## config.mk

```make
export PLATFORM = sky130hd
export DESIGN_NAME = sound_latch_fifo
export DESIGN_NICKNAME = d
export VERILOG_FILES = /design/src/rtl/sound_latch_fifo.sv
export SDC_FILE = /design/constraint.sdc
export NUM_CORES = 1
export LEC_CHECK = 0
export ABC_CLOCK_PERIOD_IN_PS = 2200
export CAP_MARGIN = 25
export CORE_AREA = 2 2 110 112
export CTS_BUF_LIST = sky130_fd_sc_hd__clkbuf_2 sky130_fd_sc_hd__clkbuf_4 sky130_fd_sc_hd__clkbuf_8
export CTS_CLUSTER_DIAMETER = 40
export DETAILED_ROUTE_END_ITERATION = 10
export DIE_AREA = 0 0 112 114
export PLACE_DENSITY = 0.43
export SLEW_MARGIN = 20
export SYNTH_ARGS = -nofsm -noshare
export SYNTH_HDL_FRONTEND = slang
export SYNTH_SLANG_ARGS = --single-unit
export TNS_END_PERCENT = 1
```

## constraint.sdc

```tcl
create_clock -name clk -period 2.2 [get_ports clk]
set_input_delay 0.44 -clock clk [delete_from_list [all_inputs] [get_ports clk]]
set_output_delay 0.44 -clock clk [all_outputs]
set_load 0.02 [all_outputs]
```

## src/rtl/sound_latch_fifo.sv

```systemverilog
// 68K->Z80 sound command FIFO: edge-qualified latch strobes, registered
// Z80 read data, and a level IRQ while commands are pending.
module sound_latch_fifo #(
    parameter int DEPTH = 4,
    parameter int PTR_W = 2
) (
    input  logic             clk,
    input  logic             reset,
    input  logic             m68k_latch_cs,
    input  logic [7:0]       m68k_din,
    input  logic             z80_latch_cs,
    input  logic             z80_latch_clr_cs,
    output logic [7:0]       z80_dout,
    output logic             z80_irq_n,
    output logic [PTR_W:0]   latch_count,
    output logic             latch_full,
    output logic             latch_overflow
);

    localparam logic [PTR_W:0]   DEPTH_C = (PTR_W + 1)'(DEPTH);
    localparam logic [PTR_W-1:0] LAST_C  = PTR_W'(DEPTH - 1);

    logic             wr_cs_q, wr_cs_d;
    logic             rd_cs_q, rd_cs_d;
    logic             clr_cs_q, clr_cs_d;
    logic [PTR_W-1:0] wr_ptr_q, wr_ptr_d;
    logic [PTR_W-1:0] rd_ptr_q, rd_ptr_d;
    logic [PTR_W:0]   count_q, count_d;
    logic             ovf_q, ovf_d;
    logic [7:0]       hold_q, hold_d;
    logic [7:0]       dout_q, dout_d;
    logic             irq_n_q, irq_n_d;
    logic [7:0]       mem_q [DEPTH];
    logic [7:0]       mem_d [DEPTH];

    logic push_ev, pop_ev, rd_ev;
    logic do_push, do_pop;
    logic not_empty;

    function automatic logic [PTR_W-1:0] next_ptr(input logic [PTR_W-1:0] p);
        return (p == LAST_C) ? '0 : p + 1'b1;
    endfunction

    // One bus cycle is one event no matter how long the strobe is held.
    always_comb begin
        wr_cs_d  = m68k_latch_cs;
        rd_cs_d  = z80_latch_cs;
        clr_cs_d = z80_latch_clr_cs;
        push_ev  = m68k_latch_cs & ~wr_cs_q;
        rd_ev    = z80_latch_cs & ~rd_cs_q;
        pop_ev   = z80_latch_clr_cs & ~clr_cs_q;
    end

    // A pop frees the slot a same-cycle push needs when the FIFO is full.
    always_comb begin
        not_empty = (count_q != '0);
        do_pop    = pop_ev & not_empty;
        do_push   = push_ev & ((count_q < DEPTH_C) | do_pop);
    end

    always_comb begin
        mem_d    = mem_q;
        wr_ptr_d = wr_ptr_q;
        rd_ptr_d = rd_ptr_q;
        count_d  = count_q;
        hold_d   = hold_q;
        ovf_d    = ovf_q | (push_ev & ~do_push);
        if (do_push) begin
            mem_d[wr_ptr_q] = m68k_din;
            wr_ptr_d        = next_ptr(wr_ptr_q);
        end
        if (do_pop) begin
            hold_d   = mem_q[rd_ptr_q];
            rd_ptr_d = next_ptr(rd_ptr_q);
        end
        unique case ({do_push, do_pop})
            2'b10:   count_d = count_q + 1'b1;
            2'b01:   count_d = count_q - 1'b1;
            default: count_d = count_q;
        endcase
    end

    // Reads sample the pre-update state; an empty FIFO returns the last pop.
    always_comb begin
        dout_d = dout_q;
        if (rd_ev) begin
            dout_d = not_empty ? mem_q[rd_ptr_q] : hold_q;
        end
        irq_n_d = ~not_empty;
    end

    always_ff @(posedge clk or posedge reset) begin
        if (reset) begin
            wr_cs_q  <= 1'b0;
            rd_cs_q  <= 1'b0;
            clr_cs_q <= 1'b0;
            wr_ptr_q <= '0;
            rd_ptr_q <= '0;
            count_q  <= '0;
            ovf_q    <= 1'b0;
            hold_q   <= 8'h00;
            dout_q   <= 8'h00;
            irq_n_q  <= 1'b1;
            for (int i = 0; i < DEPTH; i++) begin
                mem_q[i] <= 8'h00;
            end
        end else begin
            wr_cs_q  <= wr_cs_d;
            rd_cs_q  <= rd_cs_d;
            clr_cs_q <= clr_cs_d;
            wr_ptr_q <= wr_ptr_d;
            rd_ptr_q <= rd_ptr_d;
            count_q  <= count_d;
            ovf_q    <= ovf_d;
            hold_q   <= hold_d;
            dout_q   <= dout_d;
            irq_n_q  <= irq_n_d;
            for (int i = 0; i < DEPTH; i++) begin
                mem_q[i] <= mem_d[i];
            end
        end
    end

    assign z80_dout       = dout_q;
    assign z80_irq_n      = irq_n_q;
    assign latch_count    = count_q;
    assign latch_full     = (count_q == DEPTH_C);
    assign latch_overflow = ovf_q;

endmodule

```

==> impl_metrics.tcl <==
set metrics [dict create \
    status "completed" \
    cts_made_buffers 9 \
    postRouteAntennaNets 0 \
    cts_sinks 60 \
    power_density_nw_per_um2 1430 \
    grtUsageTotal 0.0929 \
    avgSynthCellArea_um2 14.4 \
    swShare 0.317 \
    rsz0062_at_grt "no" \
    grt_max_degree 61 \
    cts.htree.levels 3 \
    port_buffers 26 \
    hold_viol_final 0 \
    vias_per_cell 4.04 \
    peakVddDrop_v 0.000462 \
    tns_ps 0 \
    grt_overflow 0 \
    cap_violations 0 \
    grt_pass1_wl_um 8960 \
    r2r_end "latch_count[2]" \
    yosys.area_share.simple 0.0550 \
    post-route-min-period_ps 2080 \
    drt-total-wl_um 5170 \
    ff2ff_path_depth 9 \
    synth_edf_count 0 \
    row_count 40 \
    leakagePower_nw 1.51 \
    die_y_um 114 \
    yosys.area.top_type_share 0.545 \
    gp_congestion 0.667 \
    dr.pass1.iters 3 \
    synth_cell_type_count 29 \
    nets 250 \
    max_slew_margin 0.564 \
    yosys-top-cells-area "dfrtp_1, mux2_1, mux4_2" \
    cp-end-kind "output pin" \
    syn_inst 188 \
    die_w_um 112 \
    cts_tree "done" \
    synthToLayoutAreaGrowth_pct 28.9 \
    startpoint_type "flip-flop" \
    ys_seq_area_frac 0.555 \
    synth_xor_area_frac 0.00970 \
    synth-compound-area-share 0.0420 \
    synth_top_family_by_area "multiplexers" \
    cts_setup_buffers 0 \
    grt_pass1_vias 1675 \
    wl_per_cell_um 13.5 \
    worstHoldPathType "in2async" \
    cts_hold_buffers 0 \
    intPower_mw 3.40 \
    synth_nets 208 \
    antenna_cells 0 \
    path_max_fanout 4 \
    yosysTopAreaCell "dfrtp_1" \
    critPathKind "reg2out" \
    finClkSkew_ps 6.79 \
    layout_common_cells "dfrtp_1, mux2_1, clkdlybuf4s50_1, nand2_1, nor2_1" \
    muxShareOfSynthArea 0.266 \
    drv_slew 0 \
    start_util 0.231 \
    drc_errors 0 \
    pre_cts_ws_ps -88.4 \
    critPathLaunch "latch_count[0]" \
    synth-warning-count 0 \
    initialDrtViolationCount 67 \
    tightestPinTransition_ps 654 \
    vias 1544 \
    dp_hpwl_um 3510 \
    path_clk_slew_ps 70 \
    netlist_area_um2 2710 \
    io_pins 27 \
    max_freq_ghz 0.480 \
    pwr-share-clk 0.246 \
    crit_path_end "latch_full" \
    total_power_mw 4.98 \
    clockBufferDepth 2 \
    setup_viol_count_final 0 \
    final_area_um2 3490 \
    p_switching_mw 1.58 \
    fin_ws_ps 115 \
    antenna_found_initial 0 \
    crit_required_ps 1760 \
    ys_seq_elements 60 \
    final_util 0.298 \
    r2r_start "latch_count[2]" \
    post_cts_resized 0 \
    p_comb_frac 0.357 \
    cts_root_buf "clkbuf_8" \
    fin_crit_sh 0.948 \
    arrival_ps 1640 \
    synth-main-ff-cell "dfrtp_1" \
    seqPwrFrac 0.397 \
    layout-drive-gt1-share 0.234 \
    dieArea_um2 12800 \
    async_reset_ff_frac 1.00 \
    final_common_cell "dfrtp_1" \
    insertion_delay_ps 340 \
    reg2reg_slack_ps 250 \
    synth_adder_area_share 0.0351 \
    place_area_um2 3240 \
    coreArea_um2 11700 \
]
==> sequential cells by signal, summed over array words and instances, names as in the netlist <==
name            flops
mem_q              32
hold_q              8
z80_dout            8
latch_count         3
rd_ptr_q            2
wr_ptr_q            2
clr_cs_q            1
latch_overflow      1
rd_cs_q             1
wr_cs_q             1
z80_irq_n           1
==> worst max-delay path: stages, from the launching register on <==
cell and delay, ps:
dfrtp_1 380, buf_4 150, nor3_1 160, clkdlybuf4s50_1 620
==> cells in the mapped netlist (2+ instances only) <==
cell / number
mux4_2: 8
clkbuf_1: 4
nor2_1: 11
inv_1: 7
buf_2: 2
ha_1: 6
mux2_1: 35
dfrtp_1: 59
xnor2_1: 2
nor2b_1: 3
mux2_4: 9
o211ai_2: 3
a31oi_1: 8
nand2_1: 16
==> cell families (layout without fill, tap and decap cells) <==
group / Yosys count / in the layout
buffers and inverters: 17 / 64
multiplexers: 53 / 53
adder cells (fa/ha/maj): 7 / 7
flip-flops: 60 / 60
AO/OA/AOI/OAI: 14 / 14
AND/OR/NAND/NOR: 34 / 34
XOR/XNOR: 3 / 3
==> final cells by class <==
cell class                 instances  area, µm²
clock buffer                       9        124
tap                              147        184
clock inverter                     7        124
multi-input combinational        111       1100
timing repair buffer              39        408
fill                            1222       8220
sequential                        60       1500
inverter                           9       46.3
==> metal layers <==
metal / GRT usage / vias to the layer above / wire, µm
met1: 0.119 / 770 / 2580
met2: 0.138 / 24 / 2290
li1: - / 741 / -
met4: 0.0585 / 0 / 136
met3: 0.0266 / 9 / 174
met5: 0 / - / 0
==> power by group through the flow <==
stage	logic, mW	clock network, mW	registers (mW)
2_1_floorplan	1.21	0	1.99
3_3_place_gp	1.78	0	1.99
3_5_place_dp	1.81	0	2.01
4_1_cts	1.81	1.27	1.99
5_1_grt	1.97	1.33	2.07
6_report	1.78	1.23	1.98
==> stage by stage <==
step           hold WS, ps  cells
2_1_floorplan          453    188
3_3_place_gp           463    366
3_5_place_dp           468    366
4_1_cts                483    382
5_1_grt                488    382
6_report               471    382
==> worst min path at each step <==
stage | end | slack (ps) | cells after the start
after CTS | latch_overflow | 480 | 1
final | z80_dout[2] | 470 | 3
after global placement | mem_q[5] | 460 | 1
after global routing | latch_overflow | 490 | 1
after detailed placement | latch_overflow | 470 | 1
after floorplan | mem_q[0] | 450 | 1
Note: power is estimated with default switching activity, not from simulation.
